**config.mk**
```make
export PLATFORM = sky130hd
export DESIGN_NAME = dram_test_gen
export DESIGN_NICKNAME = d
export VERILOG_FILES = /design/src/rtl/dram_test_gen_pkg.sv /design/src/rtl/dram_test_gen_checker.sv /design/src/rtl/dram_test_gen.sv
export SDC_FILE = /design/constraint.sdc
export NUM_CORES = 1
export LEC_CHECK = 0
export ABC_CLOCK_PERIOD_IN_PS = 2000
export CELL_PAD_IN_SITES_DETAIL_PLACEMENT = 0
export CELL_PAD_IN_SITES_GLOBAL_PLACEMENT = 1
export CORE_UTILIZATION = 29
export CTS_BUF_LIST = sky130_fd_sc_hd__clkbuf_4
export DETAILED_ROUTE_END_ITERATION = 12
export GPL_TIMING_DRIVEN = 0
export PLACE_DENSITY_LB_ADDON = 0.1
export SLEW_MARGIN = 10
export SYNTH_ARGS = -nofsm -noshare
export SYNTH_HDL_FRONTEND = slang
export SYNTH_SLANG_ARGS = --single-unit
```
**constraint.sdc**
```tcl
create_clock -name clk -period 2 [get_ports clk]
set_input_delay 0.4 -clock clk [delete_from_list [all_inputs] [get_ports clk]]
set_output_delay 0.4 -clock clk [all_outputs]
set_load 0.02 [all_outputs]
```
**src/rtl/dram_test_gen_pkg.sv**
```systemverilog
// Shared DRAM request-encoding definitions for every producer/consumer of the
// request FIFO, plus the test-generator state type and small helpers.
package dram_test_gen_pkg;

    localparam int REQ_WR_BIT = 0;
    localparam logic REQ_WRITE = 1'b1;
    localparam logic REQ_READ = 1'b0;
    localparam int ERR_COUNT_W = 8;

    typedef enum logic [1:0] {
        ST_IDLE  = 2'd0,
        ST_WRITE = 2'd1,
        ST_READ  = 2'd2,
        ST_DONE  = 2'd3
    } tg_state_e;

    // Request word = write flag plus page address above it.
    function automatic int req_size(input int log_addr_size);
        return 1 + log_addr_size;
    endfunction

    function automatic logic [ERR_COUNT_W-1:0] sat_inc(input logic [ERR_COUNT_W-1:0] v);
        logic [ERR_COUNT_W-1:0] r;
        if (v == {ERR_COUNT_W{1'b1}}) begin
            r = v;
        end else begin
            r = v + {{(ERR_COUNT_W-1){1'b0}}, 1'b1};
        end
        return r;
    endfunction

endpackage

```
**src/rtl/dram_test_gen_checker.sv**
```systemverilog
// Read-page comparator: sticky mismatch flag and saturating error counter.
module dram_page_checker
    import dram_test_gen_pkg::*;
#(
    parameter int PAGE_LEN = 32
) (
    input  logic                   clk,
    input  logic                   rst,
    input  logic                   clear,
    input  logic                   cmp_en,
    input  logic [PAGE_LEN-1:0]    actual,
    input  logic [PAGE_LEN-1:0]    expected,
    output logic                   mismatch,
    output logic [ERR_COUNT_W-1:0] err_count
);

    logic miss_s;

    // Flag a compare whose page differs from the expected pattern.
    always_comb begin
        miss_s = 1'b0;
        if (cmp_en && (actual != expected)) begin
            miss_s = 1'b1;
        end else begin
            miss_s = 1'b0;
        end
    end

    // Sticky flag and counter; the counter holds at all-ones instead of wrapping.
    always_ff @(posedge clk or posedge rst) begin
        if (rst) begin
            mismatch  <= 1'b0;
            err_count <= {ERR_COUNT_W{1'b0}};
        end else if (clear) begin
            mismatch  <= 1'b0;
            err_count <= {ERR_COUNT_W{1'b0}};
        end else if (miss_s) begin
            mismatch  <= 1'b1;
            err_count <= sat_inc(err_count);
        end else begin
            mismatch  <= mismatch;
            err_count <= err_count;
        end
    end

endmodule

```
**src/rtl/dram_test_gen.sv**
```systemverilog
// DRAM self-test generator: writes pattern a to every page a, reads all pages
// back and checks them, with request issue and response drain fully decoupled.
module dram_test_gen
    import dram_test_gen_pkg::*;
#(
    parameter int LOG_DRAM_SIZE = 6,
    parameter int PAGE_LEN      = 32,
    parameter int LOG_ADDR_SIZE = LOG_DRAM_SIZE - $clog2(PAGE_LEN),
    parameter int LOG_REQ_SIZE  = req_size(LOG_ADDR_SIZE)
) (
    input  logic                    clk,
    input  logic                    rst,
    input  logic                    start,
    output logic                    frq_write_en,
    output logic [LOG_REQ_SIZE-1:0] frq_write_data,
    input  logic                    frq_full,
    output logic                    fin_write_en,
    output logic [PAGE_LEN-1:0]     fin_write_data,
    input  logic                    fin_full,
    output logic                    fout_read_en,
    input  logic [PAGE_LEN-1:0]     fout_read_data,
    input  logic                    fout_empty,
    output logic                    busy,
    output logic                    done,
    output logic                    mismatch,
    output logic [7:0]              err_count
);

    localparam int ADDR_W = LOG_ADDR_SIZE + 1;
    localparam logic [ADDR_W-1:0] NUM_PAGES = {1'b1, {LOG_ADDR_SIZE{1'b0}}};
    localparam logic [ADDR_W-1:0] ADDR_ONE  = {{LOG_ADDR_SIZE{1'b0}}, 1'b1};

    tg_state_e             state_r, state_s;
    logic [ADDR_W-1:0]     wr_addr_r, wr_addr_s;
    logic [ADDR_W-1:0]     rd_addr_r, rd_addr_s;
    logic [ADDR_W-1:0]     rx_addr_r, rx_addr_s;
    logic                  frq_we_s;
    logic [LOG_REQ_SIZE-1:0] frq_wd_s;
    logic                  fin_we_s;
    logic [PAGE_LEN-1:0]   fin_wd_s;
    logic                  fout_re_s;
    logic                  busy_s;
    logic                  done_s;
    logic                  clear_s;
    logic [PAGE_LEN-1:0]   exp_page_s;

    function automatic logic [LOG_REQ_SIZE-1:0] make_req(input logic [LOG_ADDR_SIZE-1:0] addr,
                                                        input logic is_write);
        logic [LOG_REQ_SIZE-1:0] req;
        req = {LOG_REQ_SIZE{1'b0}};
        req[REQ_WR_BIT] = is_write;
        req[LOG_REQ_SIZE-1:REQ_WR_BIT+1] = addr;
        return req;
    endfunction

    function automatic logic [PAGE_LEN-1:0] pattern(input logic [LOG_ADDR_SIZE-1:0] addr);
        return {{(PAGE_LEN-LOG_ADDR_SIZE){1'b0}}, addr};
    endfunction

    // Expected page for the response currently being popped.
    always_comb begin
        exp_page_s = pattern(rx_addr_r[LOG_ADDR_SIZE-1:0]);
    end

    // Next-state and next-output logic; pulses are spaced by the previous-cycle guards.
    always_comb begin
        state_s   = state_r;
        wr_addr_s = wr_addr_r;
        rd_addr_s = rd_addr_r;
        rx_addr_s = rx_addr_r;
        frq_we_s  = 1'b0;
        frq_wd_s  = frq_write_data;
        fin_we_s  = 1'b0;
        fin_wd_s  = fin_write_data;
        fout_re_s = 1'b0;
        clear_s   = 1'b0;
        case (state_r)
            ST_IDLE, ST_DONE: begin
                if (start) begin
                    state_s   = ST_WRITE;
                    wr_addr_s = {ADDR_W{1'b0}};
                    rd_addr_s = {ADDR_W{1'b0}};
                    rx_addr_s = {ADDR_W{1'b0}};
                    clear_s   = 1'b1;
                end else begin
                    state_s = state_r;
                end
            end
            ST_WRITE: begin
                if (wr_addr_r == NUM_PAGES) begin
                    state_s   = ST_READ;
                    rd_addr_s = {ADDR_W{1'b0}};
                    rx_addr_s = {ADDR_W{1'b0}};
                end else if (!frq_full && !fin_full && !frq_write_en) begin
                    frq_we_s  = 1'b1;
                    frq_wd_s  = make_req(wr_addr_r[LOG_ADDR_SIZE-1:0], REQ_WRITE);
                    fin_we_s  = 1'b1;
                    fin_wd_s  = pattern(wr_addr_r[LOG_ADDR_SIZE-1:0]);
                    wr_addr_s = wr_addr_r + ADDR_ONE;
                end else begin
                    wr_addr_s = wr_addr_r;
                end
            end
            ST_READ: begin
                if ((rd_addr_r < NUM_PAGES) && !frq_full && !frq_write_en) begin
                    frq_we_s  = 1'b1;
                    frq_wd_s  = make_req(rd_addr_r[LOG_ADDR_SIZE-1:0], REQ_READ);
                    rd_addr_s = rd_addr_r + ADDR_ONE;
                end else begin
                    rd_addr_s = rd_addr_r;
                end
                // The page under fout_read_en is compared on this edge and popped by the FIFO.
                if (fout_read_en) begin
                    rx_addr_s = rx_addr_r + ADDR_ONE;
                end else if ((rx_addr_r < NUM_PAGES) && !fout_empty) begin
                    fout_re_s = 1'b1;
                end else begin
                    rx_addr_s = rx_addr_r;
                end
                if (rx_addr_r == NUM_PAGES) begin
                    state_s = ST_DONE;
                end else begin
                    state_s = ST_READ;
                end
            end
            default: begin
                state_s = ST_IDLE;
            end
        endcase
        busy_s = (state_s == ST_WRITE) || (state_s == ST_READ);
        done_s = (state_s == ST_DONE);
    end

    // State, counters and all request/handshake outputs.
    always_ff @(posedge clk or posedge rst) begin
        if (rst) begin
            state_r        <= ST_IDLE;
            wr_addr_r      <= {ADDR_W{1'b0}};
            rd_addr_r      <= {ADDR_W{1'b0}};
            rx_addr_r      <= {ADDR_W{1'b0}};
            frq_write_en   <= 1'b0;
            frq_write_data <= {LOG_REQ_SIZE{1'b0}};
            fin_write_en   <= 1'b0;
            fin_write_data <= {PAGE_LEN{1'b0}};
            fout_read_en   <= 1'b0;
            busy           <= 1'b0;
            done           <= 1'b0;
        end else begin
            state_r        <= state_s;
            wr_addr_r      <= wr_addr_s;
            rd_addr_r      <= rd_addr_s;
            rx_addr_r      <= rx_addr_s;
            frq_write_en   <= frq_we_s;
            frq_write_data <= frq_wd_s;
            fin_write_en   <= fin_we_s;
            fin_write_data <= fin_wd_s;
            fout_read_en   <= fout_re_s;
            busy           <= busy_s;
            done           <= done_s;
        end
    end

    dram_page_checker #(
        .PAGE_LEN(PAGE_LEN)
    ) u_checker (
        .clk       (clk),
        .rst       (rst),
        .clear     (clear_s),
        .cmp_en    (fout_read_en),
        .actual    (fout_read_data),
        .expected  (exp_page_s),
        .mismatch  (mismatch),
        .err_count (err_count)
    );

endmodule

```
# [After elaboration in Yosys (flattened, before gate mapping)]
# Index checks and enable logic that the tools add are counted.
[totals] reg_bits=25 latchBits=0 mem_bits_rw=0 mem_bits_ro=0 output_inout_bits=48 elab_cells=92 memories=0
[classes] addsub=4 n_mul=0 div=0 n_lt_le_gt_ge=2 n_eq_ne=17 shift=0 n_mux=33 bitwise=1 n_reduce_logical=22
[op_table] op="32-bit by 1-bit != test with 1-bit output" count=1
[op_table] op="8-bit two-way mux" count=3
[op_table] op="2-bit two-way mux" count=11
[op_table] op="2-bit case mux with 3 select lines" count=3
[op_table] op="2-bit != test (second input constant)" count=7
[op_table] op="1-bit two-way mux" count=13
[op_table] op="2-bit == test (second input constant)" count=6
[op_table] op="3-bit AND reduction" count=3
[op_table] op="8-bit by 1-bit adder with 8-bit output (second input constant)" count=1
[op_table] op="8-bit == test (second input constant)" count=1
[op_table] op="2-bit case mux with 2 select lines" count=2
[op_table] op="4-bit AND reduction" count=2
[op_table] op="2-bit by 1-bit adder with 2-bit output (second input constant)" count=3
[op_table] op="1-bit logical AND" count=6
[op_table] op="2-bit nonzero test" count=3
[op_table] op="2-bit by 1-bit == test with 1-bit output (second input constant)" count=2
[op_table] op="1-bit logical NOT" count=4
[op_table] op="2-bit < comparator (second input constant)" count=2
[op_table] op="2-bit logical NOT" count=1
[op_table] op="1-bit case mux with 2 select lines" count=1
[op_table] op="2-bit AND reduction" count=1
[op_table] op="2-bit OR reduction" count=1
[op_table] op="1-bit logical OR" count=1
[op_table] op="1-bit NOT" count=1

# [Longest topological paths before layout]
# Gate-level depths: netlist (run 1).
[depth] word_depth=6 ltp_mapped=8 mapped_depth_nobuf=7

# [Hierarchy]
# A second synthesis (run 1) with hierarchy kept.
[unflattened] cells_unflattened=218 hier_area_um2=2003.2
[modules_own_cells] module="dram_test_gen" n_inst=1 cells_per_inst=116 area_per_inst_um2=1074.8 seq_area_each_um2=400.4
[modules_own_cells] module="dram_page_checker" n_inst=1 cells_per_inst=102 area_per_inst_um2=928.4 seq_area_each_um2=225.2

# [Worst setup path before layout (run 1)]
# No wires, ideal clock.
[synth_path] path_kind="reg-to-reg" start="register u_checker.err_count[0]" end="register u_checker.err_count[3]" setup_time_ps=78 arrival_ps=1739 required_time_ps=1922 setup_slack_ps=184 stages_incl_launch_ff=8 n_path_buf=1 period_less_slack_ps=1816 path_cell_list="dfrtp_1 > ha_1 > nand2_1 > or3_4 > nor2_1 > buf_2 > or4_1 > a21oi_1"
[synth_between] elab_chain_len=4 word_cells_on_any_way=7 cone_classes="add/sub (1); eq/ne (2); mux (3); reduce/logical (1)"
[synth_lines] item="from (decl)" line="dram_test_gen_checker.sv:14" source="output logic [ERR_COUNT_W-1:0] err_count"
[synth_lines] item="from (signal assigned)" line="dram_test_gen_checker.sv:33" source="err_count <= {ERR_COUNT_W{1'b0}};"
[synth_lines] item="from (signal assigned)" line="dram_test_gen_checker.sv:36" source="err_count <= {ERR_COUNT_W{1'b0}};"
[synth_lines] item="from (signal assigned)" line="dram_test_gen_checker.sv:39" source="err_count <= sat_inc(err_count);"
[synth_lines] item="8-bit by 1-bit adder with 8-bit output" line="dram_test_gen_pkg.sv:27" source="r = v + {{(ERR_COUNT_W-1){1'b0}}, 1'b1};"
[synth_lines] item="8-bit two-way mux" line="dram_test_gen_pkg.sv:24" source="if (v == {ERR_COUNT_W{1'b1}}) begin"
[synth_lines] item="8-bit two-way mux" line="dram_test_gen_checker.sv:37" source="end else if (miss_s) begin"
[synth_lines] item="8-bit two-way mux" line="dram_test_gen_checker.sv:34" source="end else if (clear) begin"
# Several ways; a longest one is shown, not always the timed one. The select of a mux whose other input is x is not followed.
# A chain may end at the register's enable or synchronous reset.

# [Worst setup path after layout (run 1)]
[layout_path] start="register wr_addr_r[0]" end="register frq_write_data[0]"
[layout_between] elab_chain_len=3
[layout_lines] item="from (decl)" line="dram_test_gen.sv:34" source="logic [ADDR_W-1:0] wr_addr_r, wr_addr_s;"
[layout_lines] item="from (signal assigned)" line="dram_test_gen.sv:138" source="wr_addr_r <= {ADDR_W{1'b0}};"
[layout_lines] item="from (signal assigned)" line="dram_test_gen.sv:150" source="wr_addr_r <= wr_addr_s;"
[layout_lines] item="2-bit == test" line="dram_test_gen.sv:90" source="if (wr_addr_r == NUM_PAGES) begin"
[layout_lines] item="2-bit != test (no source line)"
[layout_lines] item="4-bit AND reduction (no source line)"
[layout_lines] item="to (signal assigned)" line="dram_test_gen.sv:142" source="frq_write_data <= {LOG_REQ_SIZE{1'b0}};"
[layout_lines] item="to (signal assigned)" line="dram_test_gen.sv:154" source="frq_write_data <= frq_wd_s;"
[layout_lines] item="to (decl)" line="dram_test_gen.sv:15" source="output logic [LOG_REQ_SIZE-1:0] frq_write_data,"
# Every way passes these cells.

==> flow_metrics.env, run 1 <==
export IMPL_outcome="complete, no violations"
export IMPL_pwr_density_cell_nw_per_um2=860.6
export IMPL_multi_input_area_sq_um=817.0
export IMPL_clkPwrFrac_pct=11.7
export IMPL_slew_viol_final=0
export IMPL_sequentialPowerShare_pct=33.9
export IMPL_clock_fmax_mhz=529.4
export IMPL_cts_hold_buf=0
export IMPL_cts_buffers=3
export IMPL_switchingPower_uw=868.6
export IMPL_yosysSeqAreaShare_pct=38.31
export IMPL_ioPinCount=86
export IMPL_synthArstFlopShare_pct=100.0
export IMPL_drc_errors=0
export IMPL_path_max_fanout=7
export IMPL_synth_area_leaders="dfrtp_1, buf_4, ha_1, nor4_2, a21oi_1"
export IMPL_regToRegStartpoint="wr_addr_r[0]$_DFFE_PP0P_"
export IMPL_routabilityCongestion=0.6893
export IMPL_worstHoldPathCells=2
export IMPL_critPathMaxStageDelay_ns=0.42
export IMPL_worstReg2RegEnd="frq_write_data[0]$_DFFE_PP0P_"
export IMPL_regArea_sq_um=626.9
export IMPL_detail_route_wl_per_cell_um=10.69
export IMPL_synth_main_ff_cell="dfrtp_1"
export IMPL_hp_start="fin_write_data[0]$_DFFE_PP0P_"
export IMPL_swShare_pct=41.63
export IMPL_antenna_found_initial=0
export IMPL_ys_seq_elements=25
export IMPL_first_iter_violations=40
export IMPL_portBuffers=54
export IMPL_floorplan_initialDensity_pct=30.98
export IMPL_reg2reg_slack_ns=0.11
export IMPL_n_antenna_cell=0
export IMPL_routed_wl_um=3580
export IMPL_min_to="fin_write_data[0]$_DFFE_PP0P_"
export IMPL_ir_worst_vdd_mv=0.3571
export IMPL_fillers=550
export IMPL_max_slew_margin_rel_pct=37.56
export IMPL_dpl_hpwl_um=2847
export IMPL_die_area_sq_um=5934
export IMPL_dr_pass1_iters=4
export IMPL_fin_crit_sh_pct=94.45
export IMPL_dpl_cell_count=329
export IMPL_gr_usage_all_layers_pct=12.80
export IMPL_yosys_warnings=0
export IMPL_drv_cap=0
export IMPL_hold_violations=0
export IMPL_cts_path_max_buffers=2
export IMPL_tightest_slew_ns=0.9356
export IMPL_pwr_share_comb_pct=54.4
export IMPL_cts_sinks=25
export IMPL_criticalPathCategory="reg2reg"
export IMPL_p_int_uw=1218
export IMPL_cp_start_kind="flip-flop"
export IMPL_cp_required_ns=2.22
export IMPL_leakage_uw=0.001053
export IMPL_die_x_um=77.04
export IMPL_worstSkewPairLatency_ns=0.31
export IMPL_arrival_ns=2.11
export IMPL_layout_min_cycle_time_ns=1.889
export IMPL_worstSetupEndpointType="flip-flop"
export IMPL_cts_tree="built"
export IMPL_rsz0062_at_grt="false"
export IMPL_rr_worst_depth=7
export IMPL_finalNonFillerCells=335
export IMPL_setup_viol=0
export IMPL_total_power_uw=2087
export IMPL_fp_dieH_um=77.04
export IMPL_rows=26
export IMPL_path_cells="inv_1 -> ha_1 -> or4_1 -> buf_2 -> a21oi_4 -> nand2_1 -> a22o_1"
export IMPL_vias=1445
export IMPL_grt_max_degree=26
export IMPL_drive_above_1_share_pct=20.75
export IMPL_drtAntennaViolNets=0
export IMPL_grt_pass1_vias=1375
export IMPL_grt_overflow_total=0
export IMPL_root_buffer="clkbuf_4"
export IMPL_crit_path_top_delay_cell="dfrtp_1"
export IMPL_syn_area_sq_um=1633
export IMPL_syn_to_final_growth_pct=48.51
export IMPL_skew_ns=0.004646
export IMPL_synth_edf_count=0
export IMPL_syn_inst=175
export IMPL_synth_top_cell_by_area="dfrtp_1"
export IMPL_hold_path_class="reg2reg"
export IMPL_vias_per_cell=4.313
export IMPL_yosysUniqueCellTypes=44
export IMPL_nNetsFinal=310
export IMPL_clkTransAtPathRegs_ns=0.14
export IMPL_core_sq_um=5270
export IMPL_synth_area_per_cell_sq_um=9.330
export IMPL_synth_top_cell_area_share_pct=38.31
export IMPL_htreeDepth=1
export IMPL_grt_pass1_wl_um=6244
## kinds of logic after synthesis
kind of cell             after synthesis  synth area share, %
XOR/XNOR                               1               0.5365
other                                  1               0.2297
flip-flops                            25                38.31
adder cells (fa/ha/maj)                6                4.598
AO/OA/AOI/OAI                         41                17.55
buffers and inverters                 48                18.85
AND/OR/NAND/NOR                       53                19.92
## metrics by stage
| stage | area, sq um | setup TNS, ns | hold WS [ns] | utilization [%] | setup WS, ns |
|---|---|---|---|---|---|
| final | 2425 | 0 | 0.4924 | 46.01 | 0.1110 |
| after floorplan | 1745 | 0 | 0.4273 | - | 0.1839 |
| after CTS | 2404 | 0 | 0.4988 | 45.61 | 0.06143 |
| after detailed placement | 2374 | -2.212 | 0.4699 | 45.04 | -0.2815 |
| after global routing | 2425 | 0 | 0.5248 | 46.01 | 0.008259 |
| after global placement | 2374 | -2.250 | 0.4679 | 45.04 | -0.2935 |
## flip-flops by register name (all words and copies together) (netlist names)
signal / flops
rd_addr_r: 2
state_r: 2
frq_write_en: 1
fin_write_data: 1
u_checker.err_count: 8
u_checker.mismatch: 1
fin_write_en: 1
fout_read_en: 1
rx_addr_r: 2
done: 1
frq_write_data: 2
busy: 1
wr_addr_r: 2
## layout by cell type, fill, tap and decap left out, types with 2 or more instances in the layout
cell and n:
nor3_1 5, a21oi_1 12, o31ai_1 6, conb_1 31, buf_4 33, or4_1 5
o21ai_0 8, ha_1 6, nand2_1 13, clkbuf_4 4, clkdlybuf4s50_1 54, nor4_2 5
nor2_1 3, or2_1 2, dfrtp_1 24, nand3_1 6, inv_1 12, nor4_1 3
buf_2 3
## cell type report
| class | instances | share of cell area (%) |
|---|---|---|
| clock buffer | 4 | 1.238 |
| inverter | 12 | 1.858 |
| timing repair buffer | 56 | 22.91 |
| buffer | 36 | 10.84 |
| sequential | 25 | 25.85 |
| tap | 70 | 3.612 |
| multi-input combinational | 132 | 33.69 |
## Yosys cell counts (all sizes together) (2+ instances only)
cell and instances:
nand3 7, nor2b 2, or4 5, inv 12, ha 6, nor3 5
a21oi 13, dfrtp 25, nand2 13, nor4 8, or2 2, o21ai 9
o31ai 7, buf 35, nor2 4, or3 3
## metal layers
metal | part of all wire [%] | vias to the layer above | track usage (%)
met1 | 46 | 638 | 16.59
met3 | 7.9 | 2 | 2.738
met5 | 0 | - | 0
met2 | 45 | 60 | 21.16
li1 | - | 745 | -
met4 | 1.0 | 0 | 3.962
## timing repair
item                                    CTS  global route
endpoints found under the hold margin     0             0
resized for setup                         0             3
setup buffers                             0             2
endpoints found under the setup margin    0             6
## worst max-delay path: cells and delay by family (launching register included)
kind / cells / cell delay (ns)
AND/OR/NAND/NOR: 2 / 0.46
AO/OA/AOI/OAI: 2 / 0.40
buffers and inverters: 2 / 0.27
adder cells (fa/ha/maj): 1 / 0.25
flip-flops: 1 / 0.42
## worst max path at each step
stage	from	end	cells past startpoint
2_1_floorplan	u_checker.err_count[0]$_DFFE_PP0P_	u_checker.err_count[3]$_DFFE_PP0P_	7
3_5_place_dp	fout_read_data[4]	u_checker.err_count[6]$_DFFE_PP0P_	7
5_1_grt	u_checker.err_count[0]$_DFFE_PP0P_	u_checker.err_count[3]$_DFFE_PP0P_	7
4_1_cts	fout_read_data[4]	u_checker.err_count[6]$_DFFE_PP0P_	7
3_3_place_gp	fout_read_data[4]	u_checker.err_count[6]$_DFFE_PP0P_	7
6_report	wr_addr_r[0]$_DFFE_PP0P_	frq_write_data[0]$_DFFE_PP0P_	7
## power groups by stage
stage | logic [uW] | registers (uW) | clock network, uW
after global placement | 1110 | 723 | 0
after global routing | 1280 | 728 | 267
after CTS | 1110 | 713 | 251
after floorplan | 644 | 798 | 0
final | 1130 | 707 | 244
after detailed placement | 1110 | 721 | 0
Power figures use the tool's default switching activity.
==> run 2, diff against run 1 <==
TNS_END_PERCENT = 1   (was unset)
==> flow_metrics.env, run 2 (same netlist as run 1, synthesis figures left out) <==
export IMPL_layout_min_cycle_time_ns=1.905
export IMPL_total_power_uw=2060
export IMPL_drv_cap=0
export IMPL_n_antenna_cell=0
export IMPL_slew_viol_final=0
export IMPL_floorplan_initialDensity_pct=30.98
export IMPL_grt_overflow_total=0
export IMPL_criticalPathCategory="reg2reg"
export IMPL_vias=1436
export IMPL_setup_viol=0
export IMPL_drtAntennaViolNets=0
export IMPL_core_sq_um=5270
export IMPL_cp_required_ns=2.22
export IMPL_gr_usage_all_layers_pct=12.80
export IMPL_worstSetupEndpointType="flip-flop"
export IMPL_reg2reg_slack_ns=0.09
export IMPL_regToRegStartpoint="state_r[0]$_DFF_PP0_"
export IMPL_htreeDepth=1
export IMPL_nNetsFinal=308
export IMPL_regMostFlops="u_checker.err_count"
export IMPL_rr_worst_depth=7
export IMPL_worstHoldPathCells=2
export IMPL_cts_sinks=25
export IMPL_root_buffer="clkbuf_4"
export IMPL_tightest_slew_ns=0.9372
export IMPL_hp_start="fin_write_data[0]$_DFFE_PP0P_"
export IMPL_detail_route_wl_per_cell_um=10.76
export IMPL_fillers=549
export IMPL_hold_path_class="reg2reg"
export IMPL_cp_start_kind="flip-flop"
export IMPL_grt_pass1_wl_um=6244
export IMPL_cts_tree="built"
export IMPL_ir_worst_vdd_mv=0.3449
export IMPL_largest_reg_flops=8
export IMPL_final_cell_mix="clkdlybuf4s50_1, buf_4, conb_1"
export IMPL_rsz0062_at_grt="true"
export IMPL_worst_hold_slack_ns=0.4918
export IMPL_antenna_found_initial=0
export IMPL_cp_top_family="simple AND/OR/NAND/NOR gates"
export IMPL_crit_path_top_delay_cell="dfrtp_1"
export IMPL_fp_dieH_um=77.04
export IMPL_outcome="complete, no violations"
export IMPL_rows=26
export IMPL_clock_fmax_mhz=524.9
export IMPL_routed_wl_um=3584
export IMPL_die_area_sq_um=5934
export IMPL_pwr_density_cell_nw_per_um2=855.7
export IMPL_cts_path_max_buffers=2
export IMPL_path_buf_inv=2
export IMPL_path_max_fanout=10
export IMPL_first_iter_violations=46
export IMPL_path_cells="inv_1 -> ha_1 -> buf_2 -> nor2b_2 -> nor2_1 -> o21ai_0 -> a32o_1"
export IMPL_ioPinCount=86
export IMPL_final_common_cell="clkdlybuf4s50_1"
export IMPL_worstSkewPairLatency_ns=0.31
export IMPL_leakage_uw=0.001043
export IMPL_worstReg2RegEnd="rd_addr_r[0]$_DFFE_PP0P_"
export IMPL_clkTransAtPathRegs_ns=0.14
export IMPL_vias_per_cell=4.312
export IMPL_grt_max_degree=26
export IMPL_routabilityCongestion=0.6893
export IMPL_critPathMaxStageDelay_ns=0.40
export IMPL_min_to="fin_write_data[0]$_DFFE_PP0P_"
export IMPL_cts_buffers=3
export IMPL_syn_to_final_growth_pct=47.43
export IMPL_dr_pass1_iters=4
export IMPL_grt_pass1_vias=1375
export IMPL_skew_ns=0.003058
export IMPL_max_slew_margin_rel_pct=37.45
export IMPL_drc_errors=0
export IMPL_hold_violations=0
export IMPL_portBuffers=54
export IMPL_design_area_sq_um=2407
export IMPL_dpl_hpwl_um=2847
export IMPL_dpl_instance_area_sq_um=2374
export IMPL_drive_above_1_share_pct=19.77
export IMPL_arrival_ns=2.12
export IMPL_fin_crit_sh_pct=95.26
export IMPL_die_x_um=77.04
==> run 2: cell count changes in the layout (fill, tap and decap cells not counted), sizes merged <==
| cell | delta |
|---|---|
| buf | -2 |
==> run 2: cell type report <==
class                   count  area, sq um  share of cell area [%]
multi-input cells         132        814.5                   33.84
well taps                  70        87.58                   3.638
inverters                  12        45.04                   1.871
clock buffers               4        30.03                   1.247
plain buffers              36        262.8                   10.91
flip-flops and latches     25        626.9                   26.04
repair buffers             54        540.5                   22.45
==> run 2: timing repair <==
| action | CTS | global route |
|---|---|---|
| setup endpoints to repair | 0 | 6 |
| resized for setup | 0 | 2 |
| setup buffers | 0 | 0 |
| hold buffers | 0 | 0 |
| endpoints found under the hold margin | 0 | 0 |
==> run 2: tightest hold or removal path, delay by kind of cell (launching register included) <==
kind               cells  cell delay [ns]
AOI/OAI and AO/OA      1             0.06
and+or+nand+nor        1             0.04
DFF                    1             0.37
==> run 2: per-layer routing <==
metal / up-vias / GRT usage [%] / wire, um
met1: 635 / 16.59 / 1617
met4: 0 / 3.962 / 36
met2: 58 / 21.16 / 1641
li1: 741 / - / -
met5: - / 0 / 0
met3: 2 / 2.738 / 289
==> run 2: worst max path at each step <==
stage                                  startpoint                                 end  cells past startpoint
2_1_floorplan  u_checker.err_count[0]$_DFFE_PP0P_  u_checker.err_count[3]$_DFFE_PP0P_                      7
3_3_place_gp                    fout_read_data[4]  u_checker.err_count[6]$_DFFE_PP0P_                      7
3_5_place_dp                    fout_read_data[4]  u_checker.err_count[6]$_DFFE_PP0P_                      7
4_1_cts                         fout_read_data[4]  u_checker.err_count[6]$_DFFE_PP0P_                      7
5_1_grt                      state_r[0]$_DFF_PP0_            rd_addr_r[0]$_DFFE_PP0P_                      7
6_report                     state_r[0]$_DFF_PP0_            rd_addr_r[0]$_DFFE_PP0P_                      7
==> run 2: stage by stage <==
step                      setup WS (ns)  instances  TNS [ns]  utilization (%)
after floorplan                  0.1839        205         0                -
after global placement          -0.2935        329    -2.250            45.04
after detailed placement        -0.2815        329    -2.212            45.04
after CTS                       0.06143        333         0            45.61
after global routing           -0.04554        333  -0.06675            45.68
final                           0.09488        333         0            45.68
==> run 2: where the power goes <==
| group | total [uW] | switching [uW] | internal (uW) |
|---|---|---|---|
| combinational | 1110 | 624 | 483 |
| sequential | 712 | 84.5 | 627 |
| clock | 241 | 150 | 91.4 |
| total | 2060 | 859 | 1200 |
==> run 3, diff against run 2 <==
CORE_MARGIN = 2   (was unset)
==> flow_metrics.env, run 3 (same netlist as run 1, synthesis figures left out) <==
export IMPL_regArea_sq_um=626.9
export IMPL_multi_input_area_sq_um=817.0
export IMPL_worst_hold_slack_ns=0.4973
export IMPL_drc_errors=0
export IMPL_core_sq_um=5473
export IMPL_path_max_fanout=10
export IMPL_first_iter_violations=74
export IMPL_dr_pass1_iters=4
export IMPL_worstSetupEndpointType="flip-flop"
export IMPL_ir_worst_vdd_mv=0.3172
export IMPL_rows=27
export IMPL_antenna_found_initial=0
export IMPL_layout_min_cycle_time_ns=1.910
export IMPL_setup_viol=0
export IMPL_leakage_uw=0.001043
export IMPL_rsz0062_at_grt="false"
export IMPL_criticalPathCategory="in2reg"
export IMPL_skew_ns=0.006007
export IMPL_dpl_hpwl_um=2965
export IMPL_hold_path_class="reg2reg"
export IMPL_outcome="complete, no violations"
export IMPL_htreeDepth=1
export IMPL_root_buffer="clkbuf_4"
export IMPL_cts_tree="built"
export IMPL_timing_setup_tns_ns=0
export IMPL_routed_wl_um=3723
export IMPL_dpl_instance_area_sq_um=2376
export IMPL_total_power_uw=2066
export IMPL_fillers=572
export IMPL_grt_pass1_vias=1368
export IMPL_detail_route_wl_per_cell_um=11.11
export IMPL_floorplan_initialDensity_pct=29.84
export IMPL_grt_pass1_wl_um=5871
export IMPL_vias=1465
export IMPL_slew_viol_final=0
export IMPL_cts_sinks=25
export IMPL_largest_reg_flops=8
export IMPL_n_antenna_cell=0
export IMPL_drv_cap=0
export IMPL_post_cts_setup_buffers=0
export IMPL_grt_overflow_total=0
export IMPL_worstSkewPairLatency_ns=0.32
export IMPL_portBuffers=54
export IMPL_die_area_sq_um=6247
export IMPL_clock_fmax_mhz=523.5
export IMPL_cts_hold_buf=0
export IMPL_final_common_cell="clkdlybuf4s50_1"
export IMPL_clkTransAtPathRegs_ns=0.14
export IMPL_grt_max_degree=26
export IMPL_hold_violations=0
export IMPL_cts_path_max_buffers=2
export IMPL_tightest_slew_ns=1.000
export IMPL_design_area_sq_um=2412
export IMPL_ioPinCount=86
export IMPL_max_slew_margin_rel_pct=33.23
export IMPL_regMostFlops="u_checker.err_count"
export IMPL_cp_start_kind="input pin"
export IMPL_arrival_ns=2.13
export IMPL_fp_dieH_um=79.04
export IMPL_drtAntennaViolNets=0
export IMPL_fin_crit_sh_pct=95.52
export IMPL_gr_usage_all_layers_pct=11.66
export IMPL_nNetsFinal=308
export IMPL_drive_above_1_share_pct=20.15
export IMPL_pwr_density_cell_nw_per_um2=856.6
export IMPL_cts_buffers=3
export IMPL_die_x_um=79.04
export IMPL_cp_required_ns=2.22
export IMPL_final_cell_mix="clkdlybuf4s50_1, buf_4, conb_1"
export IMPL_vias_per_cell=4.373
export IMPL_routabilityCongestion=0.6983
export IMPL_syn_to_final_growth_pct=47.74
export IMPL_ctsResizeCount=0
-- run 3: stage by stage --
stage                     utilization (%)  worst slack (ns)  std cells
after floorplan                         -            0.1839        205
after global placement              43.42           -0.3208        331
after detailed placement            43.42           -0.3034        331
after CTS                           43.96           0.05319        335
after global routing                44.08          0.002599        335
final                               44.08           0.08965        335
-- run 3: path summary, 6_finish.rpt --
path / from / endpoint / slack (ns) / cells past startpoint
max in group asynchronous: rst / u_checker.err_count[0]$_DFFE_PP0P_ / 0.74 / 2
min in group asynchronous: rst / wr_addr_r[0]$_DFFE_PP0P_ / 0.60 / 2
max reg2reg: wr_addr_r[0]$_DFFE_PP0P_ / frq_write_data[0]$_DFFE_PP0P_ / 0.12 / 7
max: fout_read_data[16] / u_checker.err_count[6]$_DFFE_PP0P_ / 0.09 / 7
min: rx_addr_r[1]$_DFFE_PP0P_ / fout_read_en$_DFF_PP0_ / 0.50 / 1
min reg2reg: rx_addr_r[1]$_DFFE_PP0P_ / fout_read_en$_DFF_PP0_ / 0.50 / 1
-- run 3: routing by layer --
layer | track usage (%) | share of wire [%]
met5 | 0 | 0
met4 | 4.138 | 1.5
met3 | 2.273 | 7.6
met2 | 19.15 | 44
met1 | 15.27 | 46
-- run 3: critical path: stages --
cell,delay (ns)
clkdlybuf4s50_1,0.42
nor4_2,0.29
nand4_1,0.19
o31ai_4,0.42
buf_6,0.20
o31ai_1,0.07
o311a_2,0.14
-- run 3: power breakdown --
group          internal (uW)  switching, uW
clock network           91.7            155
registers                627           87.8
logic                    484            621
total                   1200            863
-- run 3: area by class of cell --
type / instances / area share, %
tap: 72 / 3.734
timing repair buffer: 54 / 22.41
inverter: 12 / 1.867
buffer: 36 / 10.89
sequential: 25 / 25.99
clock buffer: 4 / 1.245
multi-input combinational: 132 / 33.87
